### src/rtl/la_pkg.sv
// Shared constants and state encoding for the logic analyzer blocks.
package la_pkg;

  localparam int LA_ADDR_W = 5;
  localparam int LA_DATA_W = 32;

  typedef enum logic [2:0] {
    IDLE  = 3'd0,
    ADDR  = 3'd1,
    LATCH = 3'd2,
    SEND  = 3'd3,
    NEXT  = 3'd4,
    DONE  = 3'd5
  } la_state_e;

endpackage

### src/rtl/la_word_serializer.sv
// Splits one sample into bytes, MSB first, on a valid/ready stream.
module la_word_serializer
  import la_pkg::*;
#(
  parameter int DATA_W = LA_DATA_W
) (
  input  logic              clk,
  input  logic              reset,
  input  logic              load,
  input  logic [DATA_W-1:0] word_in,
  input  logic              tx_ready,
  output logic [7:0]        tx_data,
  output logic              tx_valid,
  output logic              last_accepted
);

  localparam int BYTES = DATA_W / 8;
  localparam int IDX_W = (BYTES > 1) ? $clog2(BYTES) : 1;

  logic [DATA_W-1:0] shreg;
  logic [IDX_W-1:0]  byte_idx;
  logic              handshake;

  assign handshake     = tx_valid && tx_ready;
  assign last_accepted = handshake && (byte_idx == IDX_W'(BYTES - 1));

  // shreg holds the bytes not yet presented, so tx_data only moves on a handshake
  always_ff @(posedge clk or posedge reset) begin
    if (reset) begin
      shreg    <= '0;
      byte_idx <= '0;
      tx_data  <= '0;
      tx_valid <= 1'b0;
    end else if (load) begin
      shreg    <= word_in << 8;
      byte_idx <= '0;
      tx_data  <= word_in[DATA_W-1 -: 8];
      tx_valid <= 1'b1;
    end else if (handshake) begin
      if (last_accepted) begin
        tx_valid <= 1'b0;
      end else begin
        byte_idx <= byte_idx + 1'b1;
        tx_data  <= shreg[DATA_W-1 -: 8];
        shreg    <= shreg << 8;
      end
    end
  end

endmodule

### src/rtl/logic_analyzer_readout.sv
// Capture RAM readout: walks addresses 0..total-1 and streams each sample to the host link.
// state | meaning
// IDLE  | waiting for start
// ADDR  | AI presented, RAM read in flight
// LATCH | RAM data valid, loaded into the serializer
// SEND  | bytes handed to the host link
// NEXT  | advance word index or finish
// DONE  | end of dump, AI back to 0, return to idle
module logic_analyzer_readout
  import la_pkg::*;
#(
  parameter int ADDR_W = LA_ADDR_W,
  parameter int DATA_W = LA_DATA_W
) (
  input  logic              clk,
  input  logic              reset,
  input  logic              start,
  input  logic [ADDR_W-1:0] count,
  input  logic              dump_all,
  input  logic [DATA_W-1:0] DATA_OUT_RAM,
  output logic [ADDR_W-1:0] AI,
  output logic              busy,
  output logic [7:0]        tx_data,
  output logic              tx_valid,
  input  logic              tx_ready,
  output logic              done
);

  la_state_e       state;
  logic [ADDR_W:0] total;
  logic [ADDR_W:0] word_idx;
  logic [ADDR_W:0] word_nxt;
  logic            ser_load;
  logic            last_acc;

  assign word_nxt = word_idx + 1'b1;
  assign ser_load = (state == LATCH);

  la_word_serializer #(
    .DATA_W(DATA_W)
  ) u_ser (
    .clk          (clk),
    .reset        (reset),
    .load         (ser_load),
    .word_in      (DATA_OUT_RAM),
    .tx_ready     (tx_ready),
    .tx_data      (tx_data),
    .tx_valid     (tx_valid),
    .last_accepted(last_acc)
  );

  always_ff @(posedge clk or posedge reset) begin
    if (reset) begin
      state    <= IDLE;
      total    <= '0;
      word_idx <= '0;
      AI       <= '0;
      busy     <= 1'b0;
      done     <= 1'b0;
    end else begin
      case (state)
        IDLE: begin
          done <= 1'b0;
          if (start) begin
            busy     <= 1'b1;
            word_idx <= '0;
            AI       <= '0;
            total    <= dump_all ? {1'b1, {ADDR_W{1'b0}}} : {1'b0, count};
            state    <= (dump_all || (count != '0)) ? ADDR : DONE;
          end
        end
        ADDR:  state <= LATCH;
        LATCH: state <= SEND;
        SEND: begin
          if (last_acc) state <= NEXT;
        end
        NEXT: begin
          word_idx <= word_nxt;
          if (word_nxt == total) begin
            done  <= 1'b1;
            busy  <= 1'b0;
            AI    <= '0;
            state <= DONE;
          end else begin
            AI    <= word_nxt[ADDR_W-1:0];
            state <= ADDR;
          end
        end
        DONE: begin
          // an empty dump arrives here still busy and pulses done now
          done  <= busy;
          busy  <= 1'b0;
          AI    <= '0;
          state <= IDLE;
        end
        default: state <= IDLE;
      endcase
    end
  end

endmodule

### config.mk
export PLATFORM = sky130hd
export DESIGN_NAME = logic_analyzer_readout
export DESIGN_NICKNAME = d
export VERILOG_FILES = /design/src/rtl/la_pkg.sv /design/src/rtl/la_word_serializer.sv /design/src/rtl/logic_analyzer_readout.sv
export SDC_FILE = /design/constraint.sdc
export NUM_CORES = 1
export LEC_CHECK = 0
export BUFFER_PORTS_ARGS = -buffer_cell sky130_fd_sc_hd__buf_2
export CAP_MARGIN = 10
export CORE_MARGIN = 2
export CORE_UTILIZATION = 49
export CTS_CLUSTER_DIAMETER = 100
export CTS_CLUSTER_SIZE = 10
export DETAILED_ROUTE_END_ITERATION = 8
export HOLD_SLACK_MARGIN = 0.03
export PLACE_DENSITY = 0.77
export SETUP_SLACK_MARGIN = 0.5
export SYNTH_ARGS = -nofsm -noshare
export SYNTH_HDL_FRONTEND = slang
export SYNTH_SLANG_ARGS = --single-unit
### constraint.sdc
create_clock -name clk -period 1.95 [get_ports clk]
set_clock_uncertainty 0.05 [all_clocks]
set_input_delay 0.39 -clock clk [delete_from_list [all_inputs] [get_ports clk]]
set_output_delay 0.39 -clock clk [all_outputs]
set_load 0.05 [all_outputs]
==> impl_metrics.env <==
export IMPL_crit_required_ns=2.12
export IMPL_max_slew_margin_pct=70.8
export IMPL_final_net_count=409
export IMPL_path_class="reg2reg"
export IMPL_antenna_found_initial=0
export IMPL_arrival_ns=1.79
export IMPL_root_buffer="clkbuf_8"
export IMPL_die_w_um=79.1
export IMPL_clk_latency_ns=0.34
export IMPL_final_setup_tns_ns=0
export IMPL_path_clk_slew_ns=0.07
export IMPL_worstReg2RegEnd="AI[3]$_DFFE_PP0P_"
export IMPL_p_leak_nw=1.95
export IMPL_clk_path_buf_depth=2
export IMPL_crit_path_end_kind="flip-flop"
export IMPL_worstMarginPinSlew_ns=0.434
export IMPL_cp_slowest_cell="dfrtp_2"
export IMPL_vias=2450
export IMPL_yosysUniqueCellTypes=42
export IMPL_regArea_um2=1440
export IMPL_dp_hpwl_mm=4.10
export IMPL_layout_min_cycle_time_ns=1.63
export IMPL_cpPeakStageDelay_ns=0.43
export IMPL_reg2reg_depth=6
export IMPL_portBuffers=57
export IMPL_firstDrtPassIters=4
export IMPL_crit_chain="ha_4 > xnor2_4 > xnor2_2 > nor4_4 > buf_6 > o211ai_1"
export IMPL_drive_gt1_share_pct=43.1
export IMPL_antenna_cells=0
export IMPL_grt_overflow=0
export IMPL_crit_end="AI[3]$_DFFE_PP0P_"
export IMPL_stdcell_area_um2=3980
export IMPL_rsz0062_at_grt="yes"
export IMPL_slew_viol_final=0
export IMPL_p_per_area_nw_per_um2=1740
export IMPL_vias_per_cell=5.56
export IMPL_min_period_over_period_pct=83.4
export IMPL_n_fill_cell=388
export IMPL_clock_fmax_ghz=0.615
export IMPL_multi_input_area_um2=1400
export IMPL_wire_per_inst_um=16.5
export IMPL_start_util_pct=50.5
export IMPL_setup_viol=0
export IMPL_place_area_um2=3180
export IMPL_area_growth_pct=43.7
export IMPL_worstHoldPathCells=3
export IMPL_avgSynthCellArea_um2=10.3
export IMPL_max_cap_violations=0
export IMPL_yosysWarnings=0
export IMPL_final_cell_mix="buf_2 (56), dfrtp_1 (49), nand2_1 (43)"
export IMPL_synth_area_um2=2770
export IMPL_coreArea_um2=5470
export IMPL_cts_buffers=9
export IMPL_drc=0
export IMPL_ant_nets=0
export IMPL_path_max_fanout=8
export IMPL_start_kind="flip-flop"
export IMPL_pin_count=58
export IMPL_rows=27
export IMPL_syn_inst=268
export IMPL_cts_tree="yes"
export IMPL_crit_start="word_idx[0]$_DFFE_PP0P_"
export IMPL_r2r_start="word_idx[0]$_DFFE_PP0P_"
export IMPL_synth_seq_cells=57
export IMPL_htree_levels=3
export IMPL_reg2reg_slack_ns=0.32
export IMPL_cts_sinks=57
export IMPL_gp_congestion=0.896
export IMPL_synth_fp_nets=312
export IMPL_ir_drop_mv=0.983
export IMPL_min_path_type="in2reg"
export IMPL_final_common_cell="buf_2"
export IMPL_grt_pass1_wl_mm=11.1
export IMPL_grt_max_degree=24
export IMPL_whs_ns=0.208
export IMPL_track_usage_pct=23.1
export IMPL_hold_viol_final=0
export IMPL_die_height_um=79.1
export IMPL_drtIter0Drc=136
export IMPL_die_area_um2=6260
export IMPL_routed_wl_mm=7.26
export IMPL_status="complete, no violations"
export IMPL_grt_pass1_vias=2340
export IMPL_ys_seq_area_share_pct=51.6
==> kinds of logic (layout without fill, tap and decap cells) <==
| kind of cell | after synthesis | count (layout) | synth area share [%] |
|---|---|---|---|
| flops | 57 | 57 | 51.6 |
| xor+xnor | 12 | 12 | 3.80 |
| fa+ha+maj | 2 | 2 | 0.904 |
| compound gates | 63 | 63 | 14.3 |
| mux | 26 | 26 | 9.41 |
| simple gates | 90 | 90 | 16.4 |
| buf+inv | 18 | 119 | 3.62 |
==> state kept, by name (all words and copies together), names as in the netlist <==
register / cells
u_ser.tx_data: 8
busy: 1
AI: 5
state: 3
word_idx: 6
u_ser.shreg: 24
total: 6
done: 1
u_ser.tx_valid: 1
u_ser.byte_idx: 2
==> final cells by class <==
class,count,share of cell area [%]
Sequential cell,57,36.1
Multi-Input combinational cell,193,35.3
Timing Repair Buffer,102,21.1
Clock buffer,12,3.90
Tap cell,72,2.27
Clock inverter,3,1.01
Inverter,2,0.283
==> timing repair <==
action	in CTS	in global routing
hold buffers	1	0
hold endpoints to repair	11	0
endpoints found under the setup margin	53	52
pin swaps	10	8
cloned	3	5
buffers inserted	22	5
resized for setup	41	42
==> Yosys cell counts, drive strengths merged <==
cell     n  area [µm²]
a211oi   1        12.5
clkbuf  10        57.6
buf      6        35.0
nor3     5        25.0
o21ai   35         175
a22o     8        70.1
or3b     1        8.76
xor2     4        35.0
or4b     1        10.0
nand3b   1        7.51
a221oi   1        8.76
nor3b    2        25.0
nor4     4        40.0
o211ai   3        22.5
nand4    3        18.8
o21bai   2        15.0
or3      1        6.26
nand3    3        20.0
xnor2    8        70.1
dfrtp   57        1430
mux2i   26         260
and3     2        12.5
o31ai    2        15.0
a32oi    2        17.5
o22ai    1        6.26
nor2     6        22.5
nand2   51         191
and2b    1        7.51
nand2b   7        46.3
inv      2        7.51
a21bo    1        10.0
a21oi    4        20.0
nor2b    2        12.5
ha       2        25.0
a21o     3        22.5
==> worst min-delay path by stage <==
stage,from,slack [ns],endpoint
2_1_floorplan,total[5]$_DFFE_PP0P_,0.41,total[5]$_DFFE_PP0P_
3_5_place_dp,reset,0.33,u_ser.shreg[31]$_DFFE_PP0P_
4_1_cts,DATA_OUT_RAM[13],0.20,u_ser.shreg[21]$_DFFE_PP0P_
3_3_place_gp,reset,0.32,u_ser.shreg[31]$_DFFE_PP0P_
5_1_grt,DATA_OUT_RAM[22],0.20,u_ser.shreg[30]$_DFFE_PP0P_
6_report,DATA_OUT_RAM[21],0.21,u_ser.shreg[29]$_DFFE_PP0P_
==> through the flow <==
stage               setup slack, ns  total power, mW  instances  util, %
finish                        0.324             6.93        441     72.6
global route                  0.289             7.34        441     72.6
CTS                           0.332             6.37        431     67.6
detailed placement            0.148             4.69        390     58.2
global placement              0.198             4.59        390     58.2
floorplan                     0.315             4.13        268        -
==> critical path: cells and delay by family, from the launching register on <==
kind	cells	cell delay (ns)
flops	1	0.43
fa+ha+maj	1	0.19
compound gates	1	0.10
simple gates	1	0.26
xor+xnor	2	0.29
buf+inv	1	0.17
==> metal layers <==
layer  GRT usage [%]  part of all wire (%)  vias up
met5               0                     0        -
met4            10.2                   2.1        0
met3            4.55                   6.2       20
met2            37.8                    51       96
met1            29.7                    41     1194
li1                -                     -     1140
==> power breakdown <==
part	switching (mW)	internal (mW)	total, mW
clock network	0.466	0.648	1.11
registers	0.437	1.71	2.15
logic	1.96	1.71	3.67
Power figures use the tool's default switching activity.
